==> src/rtl/delay_meter.sv <==
// Start-to-stop interval meter: measures the clock distance between two asynchronous
// rising edges and returns the count over an 8-bit byte-selected bus.
module delay_meter #(
  parameter int WIDTH       = 16,
  parameter int SYNC_STAGES = 2
) (
  input  logic       clk,
  input  logic       rst_n,
  input  logic       ena,
  input  logic       arm,
  input  logic       start_in,
  input  logic       stop_in,
  input  logic       rd_hi,
  output logic [7:0] result_o,
  output logic       valid,
  output logic       busy,
  output logic       overflow
);

  typedef enum logic [1:0] {
    S_IDLE,
    S_ARMED,
    S_COUNTING,
    S_DONE
  } state_t;

  localparam logic [WIDTH-1:0] CNT_MAX = '1;

  state_t                   state;
  logic [WIDTH-1:0]         cnt;
  logic [WIDTH-1:0]         result;
  logic [SYNC_STAGES-1:0]   start_sync;
  logic [SYNC_STAGES-1:0]   stop_sync;
  logic                     start_hist;
  logic                     stop_hist;
  logic                     start_edge;
  logic                     stop_edge;
  logic [15:0]              result_ext;

  // Saturating increment: the counter parks at its maximum instead of wrapping.
  function automatic logic [WIDTH-1:0] sat_inc(input logic [WIDTH-1:0] v);
    return (v == CNT_MAX) ? v : v + WIDTH'(1);
  endfunction

  // Both inputs share the same chain depth so their latency cancels in the count.
  always_ff @(posedge clk or negedge rst_n) begin
    if (!rst_n) begin
      start_sync <= '0;
      stop_sync  <= '0;
      start_hist <= 1'b0;
      stop_hist  <= 1'b0;
    end else begin
      start_sync <= {start_sync[SYNC_STAGES-2:0], start_in};
      stop_sync  <= {stop_sync[SYNC_STAGES-2:0], stop_in};
      start_hist <= start_sync[SYNC_STAGES-1];
      stop_hist  <= stop_sync[SYNC_STAGES-1];
    end
  end

  assign start_edge = start_sync[SYNC_STAGES-1] & ~start_hist;
  assign stop_edge  = stop_sync[SYNC_STAGES-1] & ~stop_hist;

  // arm outranks any edge and restarts from ARMED whatever the current state.
  always_ff @(posedge clk or negedge rst_n) begin
    if (!rst_n) begin
      state    <= S_IDLE;
      cnt      <= '0;
      result   <= '0;
      valid    <= 1'b0;
      busy     <= 1'b0;
      overflow <= 1'b0;
    end else if (ena) begin
      if (arm) begin
        state    <= S_ARMED;
        cnt      <= '0;
        valid    <= 1'b0;
        busy     <= 1'b1;
        overflow <= 1'b0;
      end else begin
        case (state)
          S_ARMED: begin
            if (start_edge) begin
              state <= S_COUNTING;
              cnt   <= WIDTH'(1);
            end
          end
          S_COUNTING: begin
            if (stop_edge) begin
              result <= cnt;
              valid  <= 1'b1;
              busy   <= 1'b0;
              state  <= S_DONE;
            end else begin
              cnt      <= sat_inc(cnt);
              overflow <= overflow | (cnt == CNT_MAX);
            end
          end
          default: ;
        endcase
      end
    end
  end

  assign result_ext = 16'(result);
  assign result_o   = rd_hi ? result_ext[15:8] : result_ext[7:0];

endmodule
==> config.mk <==
export PLATFORM = sky130hd
export DESIGN_NAME = delay_meter
export DESIGN_NICKNAME = d
export VERILOG_FILES = /design/src/rtl/delay_meter.sv
export SDC_FILE = /design/constraint.sdc
export NUM_CORES = 1
export LEC_CHECK = 0
export BUFFER_PORTS_ARGS = -buffer_cell sky130_fd_sc_hd__buf_2
export CAP_MARGIN = 30
export CORE_ASPECT_RATIO = 1.75
export CORE_UTILIZATION = 55
export CTS_BUF_LIST = sky130_fd_sc_hd__clkbuf_8
export DETAILED_ROUTE_END_ITERATION = 8
export PLACE_DENSITY = 0.81
export SLEW_MARGIN = 20
export SYNTH_ARGS = -nofsm -noshare
export SYNTH_HDL_FRONTEND = slang
export SYNTH_SLANG_ARGS = --single-unit
==> constraint.sdc <==
create_clock -name clk -period 1.91 [get_ports clk]
set_input_delay 0.382 -clock clk [delete_from_list [all_inputs] [get_ports clk]]
set_output_delay 0.382 -clock clk [all_outputs]
set_load 0.05 [all_outputs]
==> impl_summary.md, run 1 <==
Clocking
The cell sitting at the root of the clock tree is a sky130_fd_sc_hd__clkbuf_8. Clock tree synthesis found a total of 43 sinks. The number of clock buffers added by TritonCTS is 5.

Clock-pin slew was measured on the worst setup and hold paths at 80 ps. The number of buffers added to fix hold violations after cts is 0. The longest clock path from root to sink contains 2 buffers.

The CTS tree is yes. The H-tree generated during clock tree synthesis spans 2 levels. The later pin in the worst-skew pair is clocked with a latency of 300 ps.

Setup path
Along the worst path, the maximum fanout reaches 5. The data required time of the critical path is 2140 ps. The category of the most critical setup path is reg -> reg. The worst endpoint data arrival time is 2090 ps. The critical path starts at cnt[1]. The delay of the slowest cell on the worst path is 440 ps. STA classifies the critical path endpoint as a flip-flop.

The signal on the critical path passes through ha_2 > and3_4 > a41oi_4 > o2111ai_4 > or3_1 > a21oi_2. Among all stages on the critical path, the largest delay is contributed by sky130_fd_sc_hd__dfrtp_1. The startpoint kind of the worst setup timing path is a flip-flop. The startpoint identified for the worst register-to-register timing path is cnt[1].

Detailed routing
For this block, the routed nets add up to 4320 um of wire. The via count is 1493. The number of nets still failing antenna checks after routing is 0. In the routed layout, each cell is associated on average with a via count of 5.97. The first detailed-routing pass took 4 iterations.

The remaining routing DRC violations is 0. After detailed routing, the average wire length per cell comes to 17.3 um. The number of violations reported at the end of detailed-routing iteration 0 is 72.

Final layout
The area occupied by registers is 1080 um^2. The count of filler cells inserted in the layout is 299. The post-route netlist has 42.2% of its cells at a drive strength greater than 1.

The area growth from synthesis to layout is 13.9%. The number of antenna cells inserted is 0. For this run, the post-layout net count is 211.

The multi-input logic area is 1050 um^2.

Synth
After synthesis, the netlist uses 50 different library cells. The average cell area after synthesis is 12.3 um^2. For this run, the register share of the synthesized area comes to 49.8%. After synthesis the netlist holds a flip-flop and latch count of 43.

Among all cell types in the netlist, the one instantiated most often is sky130_fd_sc_hd__dfrtp_1. The count of warnings emitted by yosys is 0. The top cell type by area accounts for 49.8% of the synthesized area. The mapped cell area is 2160 um^2.

The cell taking the most area after synthesis is sky130_fd_sc_hd__dfrtp_1. Of all flip-flops after synthesis, the portion carrying an async set or reset was 100%. The cell count after synthesis came out at 176. By count the netlist is led by 43 x sky130_fd_sc_hd__dfrtp_1, 24 x sky130_fd_sc_hd__mux2_2, 10 x sky130_fd_sc_hd__nor2_1.

The synthesized design contains 0 enable-type register cells. The most frequently used flop master after synthesis is sky130_fd_sc_hd__dfrtp_1. By area the synthesized netlist is led by sky130_fd_sc_hd__dfrtp_1 50%, sky130_fd_sc_hd__mux2_2 13%, sky130_fd_sc_hd__a211oi_2 2.9%, sky130_fd_sc_hd__xnor2_1 2.8%, sky130_fd_sc_hd__nor2_1 1.7%. The net count after synthesis is 184.

Placement
Routability-driven placement finished with a final weighted congestion of 0.838. After legalization and detailed placement, the total HPWL measured 3160 um. The count of buffers added on input and output ports is 17.

Power
The worst supply voltage drop on vdd is 677 uV. The leakage component of the power is 1.11 nW. The power density normalized to cell area is 688 nW/um^2. The overall power of the completed layout is 0.00169 W.

STA
The number of hold-slack violations in the final timing report is 0. Setup repair after global routing could not meet its margin everywhere. The minimum clock period is 1870 ps. The ratio of final minimum period to clock period is 97.9%.

For the final routed database, the setup TNS stands at 0 ps. The highest attainable clock frequency is 535 MHz. Measured against its own limit, the worst slew margin works out to 64.8%. The transition time at the pin with the least slew margin is 527 ps. The final-report max-slew violation count came to 0. The post-route clock skew is 5.25 ps. Setup violations remaining at the end of the flow were counted as 0.

Global route
The global-route wire length before repair is 7310 um. The initial antenna violation count is 0. Entering global routing, the biggest net connects 44 pins.

Global routing consumed, over all layers together, 23.7% of the routing resources. The leftover overflow at the end of global routing is 0. The number of global-route vias before repair is 1561.

Run
Max-cap violations in this run came to 0.

Floorplanning
The placeable core region is 3700 um^2. Pin placement for this block handled 18 I/O pins. The floorplan step defined a die boundary enclosing 4190 um^2. The floorplan has 29 rows.

The height of the die is 84.9 um. The floorplan step set the die width to 49.4 um. The initial utilization of the core area, before any placement, comes to 58.4%.

Hold path
The worst min-delay path category is in -> async.

Outcome
The flow ran to the end, and the final reports show no timing, DRC or antenna violations.
==> cells by family after synthesis <==
logic type      count (synthesis)  synth area share, %
xor+xnor                        8                 3.24
fa+ha+maj                       1                0.579
mux                            24                 12.5
flops                          43                 49.8
compound gates                 34                 14.9
simple gates                   55                 15.7
buf+inv                        11                 3.30
==> cell usage in the layout, fill, tap and decap left out, types with 2 or more instances in the layout <==
master,n
sky130_fd_sc_hd__a211oi_2,5
sky130_fd_sc_hd__a21o_1,3
sky130_fd_sc_hd__a21oi_1,2
sky130_fd_sc_hd__a21oi_2,3
sky130_fd_sc_hd__and2_1,4
sky130_fd_sc_hd__and3_2,2
sky130_fd_sc_hd__and3_4,2
sky130_fd_sc_hd__buf_2,17
sky130_fd_sc_hd__buf_4,10
sky130_fd_sc_hd__clkbuf_8,5
sky130_fd_sc_hd__clkinv_2,3
sky130_fd_sc_hd__dfrtp_1,43
sky130_fd_sc_hd__inv_1,3
sky130_fd_sc_hd__mux2_2,24
sky130_fd_sc_hd__nand2_1,9
sky130_fd_sc_hd__nand2b_1,2
sky130_fd_sc_hd__nand3_1,5
sky130_fd_sc_hd__nand4_1,5
sky130_fd_sc_hd__nor2_1,10
sky130_fd_sc_hd__o211ai_1,3
sky130_fd_sc_hd__o21a_1,2
sky130_fd_sc_hd__o21ai_0,5
sky130_fd_sc_hd__or3_1,2
sky130_fd_sc_hd__xnor2_1,7
==> layer usage <==
metal | track usage, % | wire, um | up-vias
met4 | 15.3 | 167 | 0
met3 | 5.38 | 149 | 15
met1 | 25.4 | 1740 | 739
met2 | 41.0 | 2250 | 46
li1 | - | - | 693
met5 | 0 | 0 | -
==> area by class of cell <==
class                      count  share of cell area [%]
clock buffer                   5                    2.80
clock inverter                 3                   0.610
inverter                       3                   0.458
multi-input combinational    122                    42.8
sequential                    43                    43.7
tap                           46                    2.34
timing repair buffer          28                    7.32
==> where the power goes <==
group          switching [W]  leakage, nW  internal [W]
sequential         0.0000181        0.574      0.000937
combinational       0.000119        0.492     0.0000706
clock               0.000300       0.0477      0.000250
==> per-stage QoR <==
stage / util (%) / worst slack (ps) / instances / cell area, um^2 / hold slack [ps]
2_1_floorplan: - / 121 / 176 / 2160 / 86.4
3_3_place_gp: 63.0 / 116 / 241 / 2330 / 340
3_5_place_dp: 63.0 / 9.31 / 241 / 2330 / 342
4_1_cts: 65.3 / 8.00 / 249 / 2420 / 150
5_1_grt: 66.5 / -17.9 / 250 / 2460 / 166
6_report: 66.5 / 41.0 / 250 / 2460 / 135
==> flip-flops by register name (all words and copies together) (netlist names) <==
signal and count:
cnt 16, result 16, start_sync 2, state 2
stop_sync 2, busy 1, overflow 1, start_hist 1
stop_hist 1, valid 1
==> repair_timing <==
item                                    4_1_cts  5_1_grt
resized for setup                             1        9
setup buffers                                 0        1
pin swaps                                     0        2
endpoints found under the setup margin        1        9
hold endpoints to repair                      0        0
==> critical path: cells and delay by family, from the launching register on <==
| family | cells | cell delay [ps] |
|---|---|---|
| adder cells (fa/ha/maj) | 1 | 210 |
| flip-flops | 1 | 440 |
| AO/OA/AOI/OAI | 3 | 600 |
| AND/OR/NAND/NOR | 2 | 550 |
==> final timing paths <==
check                                end  slack (ps)  depth (start not counted)
max reg2reg                      cnt[13]          40                          6
max in group asynchronous         cnt[8]        1410                          2
min                               cnt[5]         130                          2
min reg2reg                start_sync[1]         360                          0
min in group clk           start_sync[0]         180                          1
max                              cnt[13]          40                          6
Power figures use the tool's default switching activity.
==> run 2: changes to the inputs <==
CELL_PAD_IN_SITES_DETAIL_PLACEMENT = 0   (was not set)
CELL_PAD_IN_SITES_GLOBAL_PLACEMENT = 1   (was not set)
CORE_UTILIZATION = 45   (was 55)
RECOVER_POWER = 50   (was not set)
==> run 2 against run 1 <==
Against the previous run:
- fmax is 2.1% higher
- critical path type unchanged
- total power is 2.3% lower
- count of clock-buffer cells in the layout stayed put
- sequential cell count stayed put
- largest power group unchanged
==> impl_summary.md, run 2 (same netlist as run 1, synthesis figures left out) <==
Outcome
The run finished with clean final reports.

Clocking
In this run, CTS created clock tree buffers numbering 5. The maximum clock insertion buffer count is 2. The CTS H-tree depth is 2.

The clock tree root buffer cell is sky130_fd_sc_hd__clkbuf_8. TritonCTS built the clock tree. Clock latency on the worst-skew pair, taken at its later pin, is 290 ps. The clock transition at the registers of the reported paths is 70 ps. For this design, the sink count on the clock tree is 43.

The number of buffers added to fix hold violations after cts is 0.

Detailed routing
The final routed wire length divided by cell count is 16.6 um. The pre-antenna-repair detailed-routing pass consisted of 4 iterations. The number of violations reported at the end of detailed-routing iteration 0 is 37. Using the TritonRoute via totals, the vias-per-cell ratio works out to 5.82. The via count is 1485. After detailed routing, the number of remaining DRC violations is 0.

The number of nets still failing antenna checks after routing is 0. The total length of routed wires is 4240 um.

Floorplanning
18 I/O pins were placed. The starting density of the core is 46.3%. The placeable core region is 4670 um^2. The height of the die is 93.7 um. The floorplan has 33 rows. The floorplan step defined a die boundary enclosing 5090 um^2.

The die is 54.4 um wide.

Setup path
The worst setup path is of the reg -> reg kind. The worst setup path is launched from a flip-flop. STA puts the critical path data required time at 2130 ps. The worst register-to-register path begins at cnt[0].

The worst setup path is captured at a flip-flop. The launching element of the worst setup path is cnt[0]. The worst endpoint data arrival time is 2050 ps. In this run the worst path has a maximum fanout of 5.

Power
IR analysis of the VDD net gives a maximum drop of 448 uV. The overall power of the completed layout is 0.00165 W. Dividing total power by cell area gives a power density of 675 nW/um^2. The leakage component of the power is 1.11 nW.

STA
The headroom to the max-slew limit is 31.9%. The highest attainable clock frequency is 546 MHz. The final-report max-slew violation count is 0.

For the final database, setup skew stands at 2.79 ps. The worst hold-check slack is 197 ps. Setup slack on the critical path of the routed design comes to 80.2 ps. The minimum clock period is 1830 ps.

The transition time at the pin with the least slew margin is 1020 ps. The count of final setup violators is 0. The ratio of final minimum period to clock period is 95.8%. The number of hold-slack violations in the final timing report was 0.

Global route
The global-route wire length before repair is 7100 um. The overall fraction of global-route tracks in use is 19.5%. The initial antenna violation count is 0. The leftover overflow at the end of global routing is 0. The number of global-route vias before repair was 1522. The pin count of the biggest net entering global routing is 44.

Placement
The placer's final routability congestion estimate is 0.843. OpenSTA, run right after detailed placement, puts the worst setup slack at 44.7 ps. The count of buffers added on input and output ports is 17. Detailed placement ended at an HPWL of 3110 um.

Run
The number of maximum-capacitance violations is 0.

Hold path
The worst hold path belongs to the class in -> reg. The hold path startpoint is stop_in.

Final layout
After the last flow step, the layout net total stands at 212. The post-route netlist has 39.4% of its cells at a drive strength greater than 1. The number of antenna cells inserted is 0. The most frequent standard cell in the layout excluding fill and tap cells is sky130_fd_sc_hd__dfrtp_1. The area growth from synthesis to layout is 13.5%. In the layout the commonest cells are 43 x sky130_fd_sc_hd__dfrtp_1, 24 x sky130_fd_sc_hd__mux2_2, 17 x sky130_fd_sc_hd__buf_2. The largest registers in the layout are cnt: 16 flops, result: 16 flops.
-- run 2: cell type report --
| class | count | area (um^2) |
|---|---|---|
| Fill cell | 416 | 2210 |
| Sequential cell | 43 | 1080 |
| Multi-Input combinational cell | 122 | 1040 |
| Timing Repair Buffer | 29 | 185 |
| Clock buffer | 5 | 68.8 |
| Tap cell | 52 | 65.1 |
| Inverter | 3 | 11.3 |
| Clock inverter | 1 | 3.75 |
-- run 2: final timing paths --
path                                  to  slack (ps)  depth (start not counted)
setup / recovery                 cnt[12]          80                          6
hold / removal              stop_sync[0]         200                          1
setup reg to reg                 cnt[12]          80                          6
hold reg to reg            start_sync[1]         360                          0
max in group asynchronous      result[5]         940                          2
min in group asynchronous   stop_sync[0]         340                          2
-- run 2: through the flow --
stage | cell area [um^2] | TNS [ps] | std cells | utilization (%)
floorplan | 2160 | 0 | 176 | -
global placement | 2360 | 0 | 248 | 50.5
global route | 2450 | -6.81 | 255 | 52.6
finish | 2450 | 0 | 255 | 52.6
detailed placement | 2360 | 0 | 248 | 50.5
CTS | 2430 | 0 | 254 | 52.1
-- run 2: layer usage --
layer  vias to the layer above  global-route usage (%)  routed length (um)
li1                        699                       -                   -
met1                       746                    23.4                1770
met2                        27                    31.1                2220
met3                        13                    3.88                  94
met4                         0                    10.9                 163
met5                         -                       0                   0
-- run 2: repair_timing --
action                     4_1_cts  5_1_grt
setup endpoints to repair        0        5
buffers inserted                 0        1
resized for setup                0        7
-- run 2: power by group --
group          total (W)  internal, W  switching, W
Combinational   0.000188    0.0000699      0.000118
Sequential      0.000953     0.000937     0.0000161
Clock           0.000513     0.000238      0.000275
-- run 2: critical path: stages, from the launching register on --
cell and delay [ps]:
sky130_fd_sc_hd__dfrtp_1 380, sky130_fd_sc_hd__ha_1 220, sky130_fd_sc_hd__and3_4 210, sky130_fd_sc_hd__a41oi_4 270, sky130_fd_sc_hd__o211ai_1 150, sky130_fd_sc_hd__or3_4 390, sky130_fd_sc_hd__a21oi_2 140
